===== config.mk =====
export PLATFORM = sky130hd
export DESIGN_NAME = tempo_step_sequencer
export DESIGN_NICKNAME = d
export VERILOG_FILES = /design/src/rtl/tempo_step_sequencer.sv
export SDC_FILE = /design/constraint.sdc
export NUM_CORES = 1
export LEC_CHECK = 0
export ABC_AREA = 1
export CAP_MARGIN = 0
export CORE_MARGIN = 5
export CORE_UTILIZATION = 45
export DETAILED_ROUTE_END_ITERATION = 8
export GPL_TIMING_DRIVEN = 0
export MAX_ROUTING_LAYER = met4
export PLACE_DENSITY = 0.68
export SLEW_MARGIN = 0
export SYNTH_ARGS = -nofsm -noshare
export SYNTH_HDL_FRONTEND = slang
export SYNTH_SLANG_ARGS = --single-unit

===== constraint.sdc =====
create_clock -name CLOCK_50 -period 1.7 [get_ports CLOCK_50]
set_input_delay 0.255 -clock CLOCK_50 [delete_from_list [all_inputs] [get_ports CLOCK_50]]
set_output_delay 0.255 -clock CLOCK_50 [all_outputs]
set_load 0.03 [all_outputs]

===== src/rtl/tempo_step_sequencer.sv =====
// tempo_step_sequencer: converts the 16 Hz divider square wave into a
// tempo-driven step address for the note memory, all in the CLOCK_50 domain.
//
// Ports:
//   CLOCK_50        system clock (50 MHz)
//   reset           asynchronous active-high reset
//   clock_16Hz      16 Hz square wave, treated as asynchronous data
//   play/pause/stop level controls (priority stop > pause > play > tick)
//   loop_en         1 = wrap after last_step, 0 = one-shot
//   ticks_per_step  16 Hz ticks per step (0 behaves as 1), taken at each step boundary
//   last_step       index of final step, taken at start
//   step_addr       current step index
//   step_strobe     one-cycle pulse when step_addr takes a new value to play
//   playing         high while running
//   done            one-cycle pulse on one-shot completion
//   beat_pulse      (only with SEQ_METRONOME_EN) strobe on steps with addr[1:0]==0
//
// Optional feature macro: SEQ_METRONOME_EN

module tempo_step_sequencer #(
  parameter int unsigned ADDR_W = 5,
  parameter int unsigned TPS_W  = 4
) (
  input  logic              CLOCK_50,
  input  logic              reset,
  input  logic              clock_16Hz,
  input  logic              play,
  input  logic              pause,
  input  logic              stop,
  input  logic              loop_en,
  input  logic [TPS_W-1:0]  ticks_per_step,
  input  logic [ADDR_W-1:0] last_step,
  output logic [ADDR_W-1:0] step_addr,
  output logic              step_strobe,
  output logic              playing,
  output logic              done
`ifdef SEQ_METRONOME_EN
  ,
  output logic              beat_pulse
`endif
);

  typedef enum logic [1:0] {
    S_IDLE  = 2'd0,
    S_RUN   = 2'd1,
    S_PAUSE = 2'd2,
    S_DONE  = 2'd3
  } state_t;

  state_t            r_state;
  logic              r_sync1, r_sync2, r_sync3;
  logic [TPS_W-1:0]  r_cnt;
  logic [TPS_W-1:0]  r_tps_m1;
  logic [ADDR_W-1:0] r_last;
  logic [ADDR_W-1:0] r_step_addr;
  logic              r_strobe;
  logic              r_playing;
  logic              r_done;

  state_t            w_nxt_state;
  logic [TPS_W-1:0]  w_nxt_cnt;
  logic [TPS_W-1:0]  w_nxt_tps_m1;
  logic [ADDR_W-1:0] w_nxt_last;
  logic [ADDR_W-1:0] w_nxt_addr;
  logic              w_nxt_strobe;
  logic              w_nxt_done;
  logic              w_tick;
  logic [TPS_W-1:0]  w_tps_m1;

  // Synchroniser plus edge-detect flop for the divided clock
  always_ff @(posedge CLOCK_50 or posedge reset) begin
    if (reset) begin
      r_sync1 <= 1'b0;
      r_sync2 <= 1'b0;
      r_sync3 <= 1'b0;
    end else begin
      r_sync1 <= clock_16Hz;
      r_sync2 <= r_sync1;
      r_sync3 <= r_sync2;
    end
  end

  assign w_tick = r_sync2 & ~r_sync3;

  // Terminal count for a step; zero ticks per step behaves as one
  assign w_tps_m1 = (ticks_per_step == '0) ? '0 : ticks_per_step - TPS_W'(1);

  // Next-state and next-output logic
  always_comb begin
    w_nxt_state  = r_state;
    w_nxt_cnt    = r_cnt;
    w_nxt_tps_m1 = r_tps_m1;
    w_nxt_last   = r_last;
    w_nxt_addr   = r_step_addr;
    w_nxt_strobe = 1'b0;
    w_nxt_done   = 1'b0;

    if (stop) begin
      w_nxt_state = S_IDLE;
      w_nxt_addr  = '0;
      w_nxt_cnt   = '0;
    end else begin
      case (r_state)
        S_IDLE, S_DONE: begin
          if (!pause && play) begin
            w_nxt_state  = S_RUN;
            w_nxt_addr   = '0;
            w_nxt_cnt    = '0;
            w_nxt_tps_m1 = w_tps_m1;
            w_nxt_last   = last_step;
            w_nxt_strobe = 1'b1;
          end
        end
        S_RUN: begin
          // Pause wins over a coincident tick, which is dropped
          if (pause) begin
            w_nxt_state = S_PAUSE;
          end else if (w_tick) begin
            if (r_cnt == r_tps_m1) begin
              w_nxt_cnt    = '0;
              w_nxt_tps_m1 = w_tps_m1;
              if (r_step_addr != r_last) begin
                w_nxt_addr   = r_step_addr + ADDR_W'(1);
                w_nxt_strobe = 1'b1;
              end else if (loop_en) begin
                w_nxt_addr   = '0;
                w_nxt_strobe = 1'b1;
              end else begin
                w_nxt_state = S_DONE;
                w_nxt_done  = 1'b1;
              end
            end else begin
              w_nxt_cnt = r_cnt + TPS_W'(1);
            end
          end
        end
        S_PAUSE: begin
          // Resume keeps the frozen count and does not re-strobe
          if (!pause && play) begin
            w_nxt_state = S_RUN;
          end
        end
        default: begin
          w_nxt_state = S_IDLE;
        end
      endcase
    end
  end

  // State and registered outputs
  always_ff @(posedge CLOCK_50 or posedge reset) begin
    if (reset) begin
      r_state     <= S_IDLE;
      r_cnt       <= '0;
      r_tps_m1    <= '0;
      r_last      <= '0;
      r_step_addr <= '0;
      r_strobe    <= 1'b0;
      r_playing   <= 1'b0;
      r_done      <= 1'b0;
    end else begin
      r_state     <= w_nxt_state;
      r_cnt       <= w_nxt_cnt;
      r_tps_m1    <= w_nxt_tps_m1;
      r_last      <= w_nxt_last;
      r_step_addr <= w_nxt_addr;
      r_strobe    <= w_nxt_strobe;
      r_playing   <= (w_nxt_state == S_RUN);
      r_done      <= w_nxt_done;
    end
  end

  assign step_addr   = r_step_addr;
  assign step_strobe = r_strobe;
  assign playing     = r_playing;
  assign done        = r_done;

`ifdef SEQ_METRONOME_EN
  logic r_beat;

  // Beat marks every 4th step, including the start step
  always_ff @(posedge CLOCK_50 or posedge reset) begin
    if (reset) begin
      r_beat <= 1'b0;
    end else begin
      r_beat <= w_nxt_strobe & (w_nxt_addr[1:0] == 2'b00);
    end
  end

  assign beat_pulse = r_beat;
`endif

endmodule


; ---- Yosys cells after proc, flatten, opt, wreduce, memory -nomap -nowiden
; Index checks and enable logic that the tools add are counted.
[word_totals]
register_bits = 26
inputBits = 16
output_inout_bits = 8
word_cells = 87
[op_classes]
n_addsub = 3
eq_ne = 15
muxes = 43
bitwise = 3
n_reduce_logical = 12
[ops]
columns = operator, count
row1 = $mux W4, 10
row2 = $mux W5, 7
row3 = $pmux W4 S2, 2
row4 = $mux W1, 14
row5 = $mux W2, 7
row6 = $ne A3 B3 Y1 const B, 4
row7 = $reduce_and A6 Y1, 2
row8 = $pmux W5 S2, 1
row9 = $ne A2 B2 Y1 const B, 4
row10 = $add A5 B1 Y5 const B, 1
row11 = $ne A5 B5 Y1, 1
row12 = $add A4 B1 Y4 const B, 1
row13 = $eq A2 B1 Y1 const B, 2
row14 = $eq A2 B2 Y1 const B, 2
row15 = $eq A4 B4 Y1, 1
row16 = $logic_not A4 Y1, 1
row17 = $ne A4 B4 Y1 const B, 1
row18 = $pmux W2 S2, 1
row19 = $reduce_and A4 Y1, 1
row20 = $sub A4 B1 Y4 const B, 1
row21 = $reduce_and A3 Y1, 1
row22 = $reduce_bool A3 Y1, 1
row23 = $reduce_or A3 Y1, 1
row24 = $logic_not A2 Y1, 1
row25 = other kinds (7), 8

; ---- Logic depth before layout (Yosys ltp)
[logic_depth]
depth_word = 8
mapped_depth = 11
depth_no_buf = 11

; ---- Worst setup path before layout
; Ideal clock, no wire load.
[synth_timing]
kind = register to register
startpoint = register r_step_addr[1], in the netlist step_addr[1]
endpoint = register r_step_addr[2], in the netlist step_addr[2]
setup_ns = 0.065
arrival_time_ns = 1.415
required_ns = 1.635
path_slack_ns = 0.221
stages_incl_launch_ff = 11
path_buffers = 0
synth_period_minus_slack_ns = 1.479
cell_sequence = dfrtp_1 -> inv_1 -> nand2_1 -> nand2_1 -> nor2_4 -> nand3_4 -> o21bai_4 -> nand2_4 -> nand2_4 -> nand2_1 -> nand2_1
[synth_via]
elab_chain_len = 7
word_cells_on_any_way = 10
classes_between = add/sub: 1 / eq/ne: 2 / mux: 6 / reduce/logical: 1
[synth_lines]
columns = element, line
row1 = start: declaration, 55  ; logic [ADDR_W-1:0] r_step_addr;
row2 = start signal: assignment, 166  ; r_step_addr <= w_nxt_addr;
row3 = $add A5 B1 Y5 or $ne A5 B5 Y1 (tied branches), "123, 122"
row4 = $mux W5, 122  ; if (r_step_addr != r_last) begin
row5 = $mux W5, 119  ; if (r_cnt == r_tps_m1) begin
row6 = $mux W5, 118  ; end else if (w_tick) begin
row7 = $mux W5, 116  ; if (pause) begin
row8 = $pmux W5 S2, 103  ; case (r_state)
row9 = $mux W5, 98  ; if (stop) begin
; Several ways; a longest one is shown, not always the timed one. The select of a mux whose other input is x is not followed.
; A chain may end at the register's enable or synchronous reset.

; ---- Worst setup path in the final report
[layout_timing]
startpoint = register r_playing, in the netlist playing
endpoint = output port playing
[layout_rtl]
columns = element, line
row1 = start: declaration, 57  ; logic r_playing;
row2 = start signal: assignment, 168  ; r_playing <= (w_nxt_state == S_RUN);
row3 = end: declaration, 35  ; output logic playing,
; No word-level cell between the ends.

==> out/qor.txt <==
Worst Hold Path EP = r_sync1
post-route setup TNS = 0 ps
Avg Cell Area, Syn = 7.46 µm²
ANT cells = 0
HP Start = clock_16Hz
Die H = 68.6 µm
WP data required = 1440 ps
Worst Tran Pin Value = 972 ps
drt pass-1 iters = 4
synthesis-to-layout area growth = 23.4%
Yosys top cell area share = 42.1%
post-synthesis cell area = 0.00154 mm²
DRC viols = 0
H-tree depth = 1
Fin. Hold Viols = 0
global-route wire length before repair = 5060 µm
Arr. time, crit path = 1360 ps
Boundary Pins = 24
Die Span X = 68.6 µm
slowest stage cell, crit path = clkdlybuf4s50_1
CTS tree = done
Pleak = 0.000953 µW
Final Util = 57.1%
total power = 1730 µW
type of origin of the critical path = flip-flop
gr ovfl total = 0
Sink Count = 26
final period utilization = 94.7%
clk_lat worst skew = 330 ps
maxcap violations = 0
number of I/O port buffers = 23
worst-case clock buffer depth = 2
EDFF count, synth = 0
Final ANT Viol Nets = 0
count leader, synth = nand2_1
Via Count = 1336
Starting Density = 46.3%
WHS Path Cells = 1
vias in the first global route = 1178
All-Layer GR Usage = 15.0%
Synthesized Nets = 227
status = finished, final reports clean
Synth area leaders = dfrtp_1, nand2_1, inv_1
final worst path period need = 1610 ps
Yosys Warn Count = 0
Core Area = 0.00334 mm²
Synth area leader = dfrtp_1
crit path cell chain = clkdlybuf4s50_1
Worst Hold Class = primary input to flip-flop
Max stage delay on crit path = 670 ps
Max Fclk = 0.621 GHz
Synth Flop Type = dfrtp_1
1st-iter DRT viols = 63
Yosys reg bits = 26
Post-Synthesis Cells = 207
Post-Route Skew = 15.4 ps
worst r2r src = r_state[1]
Pins Over Slew Limit = 0
critical path fanouts, max = 1
final wirelength = 3020 µm
Root Driver = clkbuf_4
cts bufs inserted = 3
wire length per cell = 10.7 µm
hpwl dp = 2260 µm
Post-synth top cells = nand2_1, dfrtp_1, inv_1
RD Place Congestion = 0.829
worst reg2reg path endpoint = r_cnt[2]
hold slack = 337 ps
Clock Pin Slew Worst Setup and Hold Paths = 150 ps
crit path kind = flip-flop to primary output
Seq/Total Area, Yosys = 42.1%
Yosys cell types = 26
FP Rows = 21
Filler cells = 324
peak supply drop = 700 µV
pwr/cell area = 907 mW/mm²
Setup Viol. Count Final = 0
delay-heaviest family, CP = buffers and inverters
FFs w/ async S/R, synth = 100%
R2R setup slack = 90 ps
CTS Hold Bufs = 0
die area = 0.00470 mm²
launch point of the worst path = playing
Worst setup EP type = primary output
relative slew slack = 35.2%
CP bufs+invs = 1
fin nets = 257
layout cell share with drive strength beyond 1 = 13.6%
worst r2r path cells = 10
initial antenna violation count = 0
largest net degree at the start of global routing = 27
Vias/cell = 4.74
-- worst max path at each step --
stage,end,cells past startpoint
after detailed placement,r_last[4],4
after global placement,r_last[4],4
final,playing,1
after global routing,r_cnt[2],10
after CTS,r_cnt[2],10
after floorplan,step_addr[2],10
-- layout by cell type (no fill, tap or decap), types with 2 or more instances in the layout --
cell             Yosys  layout
dfrtp_1             26      26
nor3_1               4       4
nor2_1              21      21
o21ai_1              8       7
nor2_4               4       4
ha_1                 4       2
inv_2                7       7
o21ai_0              4       4
inv_1               25      25
nand2_2              3       4
a21oi_1             10      10
dlygate4sd2_1        0       5
clkdlybuf4s50_1      0      18
nand2_1             65      64
nand2_4              2       2
clkbuf_4             0       3
ha_4                 0       2
nand3_1             12      12
-- report_power, final --
group	internal, µW	total, µW	switching [µW]	leakage [µW]
registers	721	800	79.0	0.000331
logic	256	609	353	0.000601
clock network	131	320	188	0.0000210
total	1110	1730	620	0.000953
-- what timing repair did --
action / in CTS / in global routing
gates resized for setup: 5 / 5
gates cloned: 0 / 1
setup buffers: 0 / 1
endpoints found under the setup margin: 5 / 9
-- layer usage --
metal | global-route usage, % | share of wire, %
met5 | - | 0
met4 | 5.96 | 1.5
met3 | 3.89 | 3.7
met2 | 24.1 | 49
met1 | 18.0 | 46
-- through the flow --
step | instance area, µm² | std cells | setup WS (ps)
floorplan | 1540 | 207 | 221
global placement | 1830 | 276 | -127
detailed placement | 1830 | 276 | -141
CTS | 1860 | 280 | 32.5
global route | 1910 | 282 | -32.9
finish | 1910 | 282 | 89.7
-- sequential cells by signal, summed over array words and instances, names as in the netlist --
name	flops
r_cnt	4
r_last	5
r_tps_m1	4
r_sync2	1
done	1
r_sync1	1
step_addr	5
r_state	2
playing	1
r_sync3	1
step_strobe	1
-- layout make-up --
type	count	area, µm²	share of cell area [%]
plain buffers	1	11.3	0.591
clock buffers	4	36.3	1.90
inverters	32	120	6.30
multi-input cells	148	793	41.6
flip-flops and latches	26	651	34.1
well taps	46	57.6	3.02
repair buffers	25	236	12.4
-- cell families after synthesis --
group	share of synthesized area, %
flip-flops	42.1
XOR/XNOR	0.567
multiplexers	0.729
buffers and inverters	8.51
adder cells (fa/ha/maj)	3.24
AND/OR/NAND/NOR	34.7
AO/OA/AOI/OAI	10.1
Note: power is estimated with default switching activity, not from simulation.
